===== src/rtl/puf_resp_accum.sv =====
// Collects oscillator count pairs into a PUF response word.
// Each word carries a per-bit instability mask and a count of unstable pairs.
module puf_resp_accum #(
    parameter int CNT_W  = 8,
    parameter int RESP_W = 32,
    parameter int CW     = $clog2(RESP_W + 1)
) (
    input  logic              clk,
    input  logic              rst,
    input  logic              in_valid,
    output logic              in_ready,
    input  logic [CNT_W-1:0]  count1,
    input  logic [CNT_W-1:0]  count2,
    input  logic [CNT_W-1:0]  thresh,
    input  logic              mode,
    output logic              resp_valid,
    input  logic              resp_ready,
    output logic [RESP_W-1:0] resp_data,
    output logic [RESP_W-1:0] resp_mask,
    output logic [CW-1:0]     unstable_cnt
);

    // The pointer can reach RESP_W itself while the word sits in HOLD.
    localparam int PW = $clog2(RESP_W + 1);

    typedef enum logic {COLLECT = 1'b0, HOLD = 1'b1} state_t;

    state_t            state_reg, state_next;
    logic [PW-1:0]     ptr_reg;
    logic [PW-1:0]     ptr_sum;
    logic              mode_reg;
    logic              eff_mode;
    logic [RESP_W-1:0] data_reg, mask_reg;
    logic [RESP_W-1:0] bit_hit, bit_val;
    logic [CW-1:0]     cnt_reg;
    logic              accept, release_word;
    logic              winner, loser_bit, unstable;
    logic [CNT_W-1:0]  margin;

    assign accept       = in_valid && in_ready;
    assign release_word = resp_valid && resp_ready;

    // Per-pair evaluation; the margin subtracts smaller from larger so it never wraps.
    always_comb begin
        winner    = (count1 > count2);
        loser_bit = winner ? count2[0] : count1[0];
        margin    = winner ? (count1 - count2) : (count2 - count1);
        unstable  = (margin < thresh) || (count1 == count2);
        eff_mode  = (ptr_reg == '0) ? mode : mode_reg;
        ptr_sum   = ptr_reg + (eff_mode ? PW'(2) : PW'(1));
    end

    // In 2-bit mode the pointer is always even: even bit = loser, odd bit = winner.
    for (genvar gi = 0; gi < RESP_W; gi++) begin : g_bit
        assign bit_hit[gi] = (ptr_reg == PW'(gi)) ||
                             (eff_mode && ((ptr_reg + PW'(1)) == PW'(gi)));
        if (gi % 2 == 0) begin : g_even
            assign bit_val[gi] = eff_mode ? loser_bit : winner;
        end else begin : g_odd
            assign bit_val[gi] = winner;
        end
    end

    // State register plus accumulator datapath.
    always_ff @(posedge clk) begin
        if (rst) begin
            state_reg <= COLLECT;
            ptr_reg   <= '0;
            mode_reg  <= 1'b0;
            data_reg  <= '0;
            mask_reg  <= '0;
            cnt_reg   <= '0;
        end else begin
            state_reg <= state_next;
            if (release_word) begin
                ptr_reg  <= '0;
                data_reg <= '0;
                mask_reg <= '0;
                cnt_reg  <= '0;
            end else if (accept) begin
                data_reg <= (data_reg & ~bit_hit) | (bit_val & bit_hit);
                mask_reg <= (mask_reg & ~bit_hit) | ({RESP_W{unstable}} & bit_hit);
                ptr_reg  <= ptr_sum;
                cnt_reg  <= cnt_reg + CW'(unstable);
                if (ptr_reg == '0) begin
                    mode_reg <= mode;
                end
            end
        end
    end

    always_comb begin
        state_next = state_reg;
        case (state_reg)
            COLLECT: if (accept && (ptr_sum == PW'(RESP_W))) state_next = HOLD;
            HOLD:    if (resp_ready) state_next = COLLECT;
            default: state_next = COLLECT;
        endcase
    end

    always_comb begin
        in_ready   = (state_reg == COLLECT);
        resp_valid = (state_reg == HOLD);
    end

    assign resp_data    = data_reg;
    assign resp_mask    = mask_reg;
    assign unstable_cnt = cnt_reg;

endmodule

===== config.mk =====
export PLATFORM = sky130hd
export DESIGN_NAME = puf_resp_accum
export DESIGN_NICKNAME = d
export VERILOG_FILES = /design/src/rtl/puf_resp_accum.sv
export SDC_FILE = /design/constraint.sdc
export NUM_CORES = 1
export LEC_CHECK = 0
export ABC_CLOCK_PERIOD_IN_PS = 6000
export BUFFER_PORTS_ARGS = -buffer_cell sky130_fd_sc_hd__clkbuf_2
export CAP_MARGIN = 20
export CORE_MARGIN = 2
export CORE_UTILIZATION = 43
export CTS_BUF_LIST = sky130_fd_sc_hd__clkbuf_16
export DETAILED_ROUTE_END_ITERATION = 8
export HOLD_SLACK_MARGIN = 0.12
export MAX_ROUTING_LAYER = met4
export PLACE_DENSITY = 0.63
export RECOVER_POWER = 25
export SKIP_LAST_GASP = 1
export SYNTH_ARGS = -nofsm -noshare
export SYNTH_HDL_FRONTEND = slang
export SYNTH_SLANG_ARGS = --single-unit

===== constraint.sdc =====
create_clock -name clk -period 6 [get_ports clk]
set_clock_uncertainty 0.15 [all_clocks]
set_input_delay 0.6 -clock clk [delete_from_list [all_inputs] [get_ports clk]]
set_output_delay 0.6 -clock clk [all_outputs]
set_load 0.05 [all_outputs]

### Word level (Yosys, flattened, before mapping)

Cells that the tools add are included.
Widths: inputs -> output; s select.

* output and inout port bits: 72
* register bits: 78

* $lt $le $gt $ge: 2
* reductions and logical operators: 72
* bitwise gates (word level): 9
* add/sub/neg operators: 5
* muxes and demuxes: 8
* equal/unequal tests: 64

Operators by type and width (number)
* $eq 6x5->1 const B: 32
* $and 32x32->32: 4
* $eq 6x4->1 const B: 16
* $or 32x32->32: 2
* $eq 6x3->1 const B: 8
* $logic_and 1x1->1: 35
* $logic_or 1x1->1: 33
* $not 32->32: 1
* $eq 6x2->1 const B: 4
* $sub 8x8->8: 2
* $eq 6x1->1 const B: 2
* $logic_not 6->1: 2
* $eq 8x8->1: 1
* $gt 8x8->1: 1
* $lt 8x8->1: 1
* $mux 8: 1
* $add 6x1->6: 1
* $add 6x1->6 const B: 1
* $add 6x2->6: 1
* $eq 6x6->1 const B: 1
* $mux 1: 5
* $mux 2: 1
* $not 1->1: 2
* $pmux 1 s2: 1
* 2 further kinds: 2

### Depth between registers and ports, before layout

Gate-level depths: netlist (run 1).

* depth after elaboration: 8
* depth in mapped cells: 22

### Worst setup path before layout (run 1)

Ideal clock, no wire load.

* kind: input -> register
* start point: input port count1[5]
* end point: register cnt_reg[5] (netlist: unstable_cnt[5])
* stages: 20
* setup slack: 1.546 ns
* library setup time: 0.071 ns
* arrival time: 4.233 ns
* buffers on the path: 3
* cell sequence: inv_1 > ha_1 > buf_4 > a21oi_1 > o21ai_0 > o21a_1 > buf_6 > mux2_2 > a21oi_1 > xnor2_1 > ha_1 > a21o_1 > a21oi_1 > nor2b_1 > o31ai_2 > buf_2 > ha_1 > nand4_1 > or3_1 > a21oi_1

* word-level cells in the longest chain between the ends: 5

Ends and longest elaborated chain
* start: declaration: line 12 `input logic [CNT_W-1:0] count1,`
* $sub 8x8->8 or $gt 8x8->1 (tied branches): line 47, 45
* $mux 8: line 47 `margin = winner ? (count1 - count2) : (count2 - count1);`
* $lt 8x8->1: line 48 `unstable = (margin < thresh) || (count1 == count2);`
* $logic_or 1x1->1 *: line 48
* $add 6x1->6 *: line 84 `cnt_reg <= cnt_reg + CW'(unstable);`
* end signal: assignment: line 84
* end: declaration: line 35 `logic [CW-1:0] cnt_reg;`

Every way passes the cells marked *; elsewhere a longest branch is shown, timed or not.
A chain may end at the register's enable or synchronous reset.

### Worst setup path in the final report (run 1)

Ends and elaborated chain as after synthesis.

==> results.py, run 1 <==
metrics = {
    "global_route": {
        "grt_use_met1_pct": 25.7,
        "grt_max_degree": 78,
        "grt.total_usage_pct": 20.8,
        "grtUsageMet2_pct": 34.6,
        "gr-total-overflow": 0,
        "busiest_layer": "met2",
        "first_global_vias": 3817,
        "grt_use_met3_pct": 5.58,
        "grt_pass1_wl_mm": 18.2,
        "antenna_found_initial": 0,
    },
    "clock_network": {
        "cts-buffers-inserted": 9,
        "clock_path_buffers": 2,
        "cts_hold_buf": 0,
        "post_cts_buffers": 0,
        "clk_pin_slew_ns": 0.06,
        "cts_tree": "yes",
        "postCtsResizedCells": 0,
        "clk-insertion-delay-late_ns": 0.33,
        "cts_root_buf": "clkbuf_16",
        "h-tree-depth": 3,
        "clock-sinks": 78,
    },
    "power_and_ir_drop": {
        "p_seq_share_pct": 38.1,
        "power.density_nw_per_um2": 280,
        "p_total_mw": 1.44,
        "p_int_mw": 1.01,
        "swShare_pct": 30.3,
        "p_comb_share_pct": 21.5,
        "switchingPower_mw": 0.437,
        "power.leakage_nw": 2.29,
        "peakVddDrop_mv": 0.133,
        "clkPwrFrac_pct": 40.4,
    },
    "sta": {
        "worst_slew_pin_slew_ns": 0.825,
        "tns_ns": 0,
        "period_needed_ns": 4.57,
        "period_share_pct": 76.2,
        "max_slew_margin_pct": 44.9,
        "setup_violations": 0,
        "slew_viol_final": 0,
        "hold_viol_final": 0,
        "clock.fmax_ghz": 0.219,
        "rsz0062_at_grt": "false",
    },
    "synth": {
        "syn_avg_cell_area_sq_um": 8.56,
        "syn-num-nets": 565,
        "synth_compound_area_share_pct": 11.6,
        "ys.flop_type": "dfxtp_1",
        "yosysSeqAreaShare_pct": 36.0,
        "synth_cell_types": 51,
        "synth-edff-count": 0,
        "synth_top_family_by_area": "simple AND/OR/NAND/NOR gates",
        "syn_area_sq_um": 4340,
        "synth-simple-area-share_pct": 21.8,
        "yosys.area_share.adder_pct": 8.88,
        "yosys_warnings": 0,
        "synth_xor_xnor_area_share_pct": 2.62,
        "ys_ff_latch": 78,
        "muxShareOfSynthArea_pct": 12.8,
        "synthArstFlopShare_pct": 0,
        "syn_inst": 507,
    },
    "cells_and_area": {
        "multi_input_area_sq_um": 2510,
        "n_fill_cell": 986,
        "areaGrowthSynthToFinish_pct": 18.9,
        "n_antenna_cell": 0,
        "regArea_sq_um": 1560,
        "drive_gt1_share_pct": 17.5,
        "final_nets": 648,
    },
    "placed_design": {
        "dp_hpwl_mm": 7.96,
        "port_buffers": 100,
        "gp_congestion": 0.947,
    },
    "floorplan": {
        "die_x_um": 104,
        "core_area_sq_um": 9770,
        "row_count": 36,
        "die_h_um": 104,
        "ios": 101,
        "floorplan.die_area_sq_um": 10900,
        "start_util_pct": 44.4,
    },
    "route": {
        "ant_nets": 0,
        "initialDrtViolationCount": 170,
        "dr_total_vias": 3842,
        "wl_per_cell_um": 14.8,
        "via_per_inst": 5.28,
        "drt_wl_total_mm": 10.8,
        "drc": 0,
        "first_pass_iters": 5,
    },
    "setup_path": {
        "start_kind": "input pin",
        "worstSetupPathType": "input pin to flop",
        "worstPathArrival_ns": 4.68,
        "ff2ff_setup_slack_ns": 2.94,
        "crit_path_max_fanout": 27,
        "crit_required_ns": 6.10,
        "endpoint_kind": "flop",
    },
    "status": {
        "status": "finished clean",
    },
    "hold_path": {
        "hp-class": "flop to flop",
    },
    "run": {
        "maxCapViolCount": 0,
    },
}
worst max-delay path: stages:
cell and delay [ns]:
clkbuf_2 0.09, inv_1 0.04, ha_1 0.44, a21oi_1 0.10, o21ai_0 0.31, o21a_1 0.18, buf_4 0.32, mux2_2 0.37
a21oi_1 0.18, xnor2_1 0.15, ha_1 0.27, a21o_1 0.18, a21oi_1 0.15, nor2b_1 0.09, o31ai_4 0.31, ha_1 0.23
nand4_1 0.15, or3_1 0.37, a21oi_1 0.14
placed cells by master, fill, tap and decap left out, drive strengths merged, types with 2 or more instances in the layout:
cell and count:
bufinv 2, a211oi 4, dfxtp 78, nand4 10, a21o 8, o21a 2
nor2b 6, clkbuf 109, fa 3, nor3 24, nand2b 4, and2 2
or2 3, nor3b 2, inv 33, and3b 2, buf 4, ha 26
nand3 19, or4 2, a21oi 39, mux2 3, nand2 29, nor2 72
or3 3, xor2 6, o21ai 18, mux2i 51, a221oi 3, xnor2 7
and3 7, a31oi 5
power by group through the flow:
stage	Sequential [mW]	Clock, mW	Combinational, mW
after floorplan	0.582	0	0.216
after global placement	0.561	0	0.304
after detailed placement	0.561	0	0.310
after CTS	0.550	0.595	0.312
after global routing	0.552	0.619	0.346
final	0.550	0.583	0.311
routing by layer:
| layer | vias up | share of wire, % |
|---|---|---|
| met5 | - | 0 |
| met4 | 0 | 0.43 |
| met3 | 8 | 7.3 |
| met2 | 113 | 49 |
| met1 | 1806 | 43 |
| li1 | 1915 | - |
stage by stage:
step	cells	hold WS (ns)	instance area (sq um)	worst slack (ns)	util, %
global route	728	0.318	5160	1.08	52.8
finish	728	0.304	5160	1.43	52.8
detailed placement	712	0.296	4890	1.11	50.0
floorplan	507	0.399	4340	1.55	-
global placement	712	0.293	4890	1.24	50.0
CTS	728	0.305	5210	1.45	53.3
cell type report:
class                      instances  share of cell area, %
clock buffer                       9                   4.36
clock inverter                     7                   1.89
inverter                          30                   2.18
multi-input combinational        367                   48.7
sequential                        78                   30.2
tap                              133                   3.22
timing repair buffer             104                   9.38
cells by family (layout without fill, tap and decap cells):
logic type / Yosys count / count (layout)
xor+xnor: 13 / 13
fa+ha+maj: 29 / 29
simple gates: 188 / 188
compound gates: 83 / 83
mux: 54 / 54
flops: 78 / 78
buf+inv: 62 / 150
Yosys cell counts (9+ instances only):
cell       n  share of area [%]
a21oi_1   37                4.3
buf_2      9                1.0
clkbuf_1  16                1.4
dfxtp_1   78                 36
ha_1      26                7.5
inv_1     29                2.5
mux2i_1   50                 12
nand2_1   29                2.5
nand3_1   19                2.2
nand4_1    9                1.3
nor2_1    71                6.1
nor3_1    24                2.8
o21ai_0   16                1.8
path summary, 6_finish.rpt:
| kind | depth (start not counted) | startpoint | end |
|---|---|---|---|
| worst max-delay path | 19 | count1[5] | unstable_cnt[5] |
| worst min-delay path | 2 | flop | flop |
| worst max register to register | 11 | ptr_reg[1] | resp_valid |
| worst min register to register | 2 | flop | flop |
Note: power is estimated with default switching activity, not from simulation.
==> inputs of run 2 (changes only) <==
--- a/config.mk
+++ b/config.mk
@@ -5,7 +5,7 @@
 export SDC_FILE = /design/constraint.sdc
 export NUM_CORES = 1
 export LEC_CHECK = 0
-export ABC_CLOCK_PERIOD_IN_PS = 6000
+export ABC_CLOCK_PERIOD_IN_PS = 4000
 export BUFFER_PORTS_ARGS = -buffer_cell sky130_fd_sc_hd__clkbuf_2
 export CAP_MARGIN = 20
 export CORE_MARGIN = 2
@@ -14,7 +14,7 @@
 export DETAILED_ROUTE_END_ITERATION = 8
 export HOLD_SLACK_MARGIN = 0.12
 export MAX_ROUTING_LAYER = met4
-export PLACE_DENSITY = 0.63
+export PLACE_DENSITY = 0.66
 export RECOVER_POWER = 25
 export SKIP_LAST_GASP = 1
 export SYNTH_ARGS = -nofsm -noshare
==> constraint.sdc (replaced) <==
create_clock -name clk -period 4 [get_ports clk]
set_clock_uncertainty 0.15 [all_clocks]
set_input_delay 0.4 -clock clk [delete_from_list [all_inputs] [get_ports clk]]
set_output_delay 0.4 -clock clk [all_outputs]
set_load 0.05 [all_outputs]
==> run 2 against run 1 <==
Power is 53% higher. Setup slack worse by 1.3 ns. Critical path depth is 2 higher. First-iteration DRC count is 21% higher. Non-clock buffer count is 23 higher. Hold slack better by 0.0025 ns. Sequential share of layout area is 1.6 points lower. Die area stayed put. Largest cell class unchanged. Largest power group unchanged.
==> results.py, run 2 (synthesis gave the netlist of run 1 again) <==
metrics = {
    "cells_and_area": {
        "multi_input_area_sq_um": 2610,
        "n_fill_cell": 953,
        "drive_gt1_share_pct": 23.1,
        "regArea_sq_um": 1560,
        "final_cell_mix": "dfxtp_1, nor2_1, clkbuf_2",
        "n_antenna_cell": 0,
        "final_nets": 671,
        "final_common_cell": "dfxtp_1",
        "instances_no_fill": 751,
        "areaGrowthSynthToFinish_pct": 25.4,
        "stdcell_area_sq_um": 5440,
    },
    "sta": {
        "worst_slew_pin_slew_ns": 0.816,
        "slew_viol_final": 0,
        "max_slew_margin_pct": 45.6,
        "setup_violations": 0,
        "clock.fmax_ghz": 0.259,
        "hold_viol_final": 0,
        "tns_ns": 0,
        "period_share_pct": 96.7,
        "setup_ws_ns": 0.134,
        "period_needed_ns": 3.87,
        "hold_ws_ns": 0.306,
    },
    "route": {
        "drc": 0,
        "drt_wl_total_mm": 11.4,
        "ant_nets": 0,
        "via_per_inst": 5.29,
        "initialDrtViolationCount": 206,
        "wl_per_cell_um": 15.1,
        "first_pass_iters": 6,
        "dr_total_vias": 3974,
    },
    "floorplan": {
        "die_h_um": 104,
        "row_count": 36,
        "core_area_sq_um": 9770,
        "start_util_pct": 44.4,
        "die_x_um": 104,
        "floorplan.die_area_sq_um": 10900,
        "ios": 101,
    },
    "setup_path": {
        "endpoint_kind": "flop",
        "worstPathArrival_ns": 3.97,
        "crit_path_max_fanout": 6,
        "path_common_cell": "buf_4",
        "worstPathCellList": "clkbuf_4, inv_12, ha_4, inv_2, fa_2, nand3_2, a21oi_1, o21a_2, buf_4, buf_4, mux2i_1, xnor2_1, ha_1, nor2_1, a211oi_1, buf_4, o31ai_4, ha_4, nand4_1, or3_1, a21oi_1",
        "worstSetupPathType": "input pin to flop",
        "crit_required_ns": 4.11,
        "max_stage_delay_ns": 0.37,
        "critPathSlowestCell": "or3_1",
        "start_kind": "input pin",
    },
    "global_route": {
        "grt_pass1_wl_mm": 18.5,
        "grt_max_degree": 44,
        "grt.total_usage_pct": 21.3,
        "first_global_vias": 3759,
        "antenna_found_initial": 0,
        "gr-total-overflow": 0,
    },
    "power_and_ir_drop": {
        "clkPwrFrac_pct": 38.8,
        "swShare_pct": 30.3,
        "p_seq_share_pct": 37.1,
        "p_int_mw": 1.54,
        "switchingPower_mw": 0.669,
        "peakVddDrop_mv": 0.226,
        "p_comb_share_pct": 24.1,
        "power.leakage_nw": 2.41,
        "power.density_nw_per_um2": 406,
    },
    "run": {
        "maxCapViolCount": 0,
    },
    "clock_network": {
        "cts-buffers-inserted": 9,
        "h-tree-depth": 3,
        "clock-sinks": 78,
        "clk-insertion-delay-late_ns": 0.33,
        "clock_path_buffers": 2,
        "clk_pin_slew_ns": 0.06,
        "cts_root_buf": "clkbuf_16",
        "cts_tree": "yes",
    },
    "placed_design": {
        "placed_area_sq_um": 5120,
        "place_inst": 733,
        "post-place-ws_ns": -0.197,
        "port_buffers": 100,
        "gp_congestion": 0.951,
        "dp_hpwl_mm": 8.48,
    },
    "status": {
        "status": "finished clean",
    },
    "hold_path": {
        "hp-class": "flop to flop",
    },
}
## run 2: cell types whose count changed in the layout (fill, tap and decap cells not counted), sizes merged
cell	delta
dlygate4sd3	+1
inv	-2
buf	+22
clkinv	+2
## run 2: what timing repair did
item | CTS | global route
setup endpoints to repair | 0 | 3
resized for setup | 0 | 12
buffers inserted | 0 | 1
hold endpoints to repair | 1 | 0
hold buffers | 1 | 0
## run 2: stage by stage
stage	utilization [%]	power, mW
after floorplan	-	1.22
final	55.7	2.21
after detailed placement	52.4	1.35
after global routing	55.7	2.31
after global placement	52.4	1.34
after CTS	55.7	2.21
## run 2: final timing paths
kind | from | endpoint | slack, ns | depth (start not counted)
worst max-delay path | count1[0] | unstable_cnt[5] | 0.13 | 21
worst min register to register | flop | flop | 0.31 | 2
worst max register to register | ptr_reg[1] | resp_valid | 0.95 | 11
worst min-delay path | flop | flop | 0.31 | 2
## run 2: area by class of cell
class / count / share of cell area [%]
Clock buffer: 9 / 4.14
Tap cell: 133 / 3.06
Multi-Input combinational cell: 367 / 47.9
Timing Repair Buffer: 127 / 12.2
Sequential cell: 78 / 28.7
Inverter: 30 / 2.30
Clock inverter: 7 / 1.66
## run 2: worst max-delay path, delay by kind of cell
family / cells / cell delay, ns
buffers and inverters: 6 / 0.71
AO/OA/AOI/OAI: 5 / 0.86
XOR/XNOR: 1 / 0.16
multiplexers: 1 / 0.26
AND/OR/NAND/NOR: 4 / 0.68
adder cells (fa/ha/maj): 4 / 0.90
## run 2: power groups by stage
stage                     clock network [mW]  logic (mW)  registers, mW
after floorplan                            0       0.342          0.874
after global placement                     0       0.504          0.837
after detailed placement                   0       0.517          0.837
after CTS                              0.869       0.520          0.820
after global routing                   0.905       0.582          0.823
final                                  0.858       0.533          0.820
## run 2: layer usage
layer  up-vias  share of wire (%)  wire [um]  GRT usage (%)
li1       1955                  -          -              -
met4         0                1.4        161           4.54
met3        14                5.3        596           4.95
met2       125                 48       5490           34.2
met1      1880                 45       5100           27.4
met5         -                  0          0              -
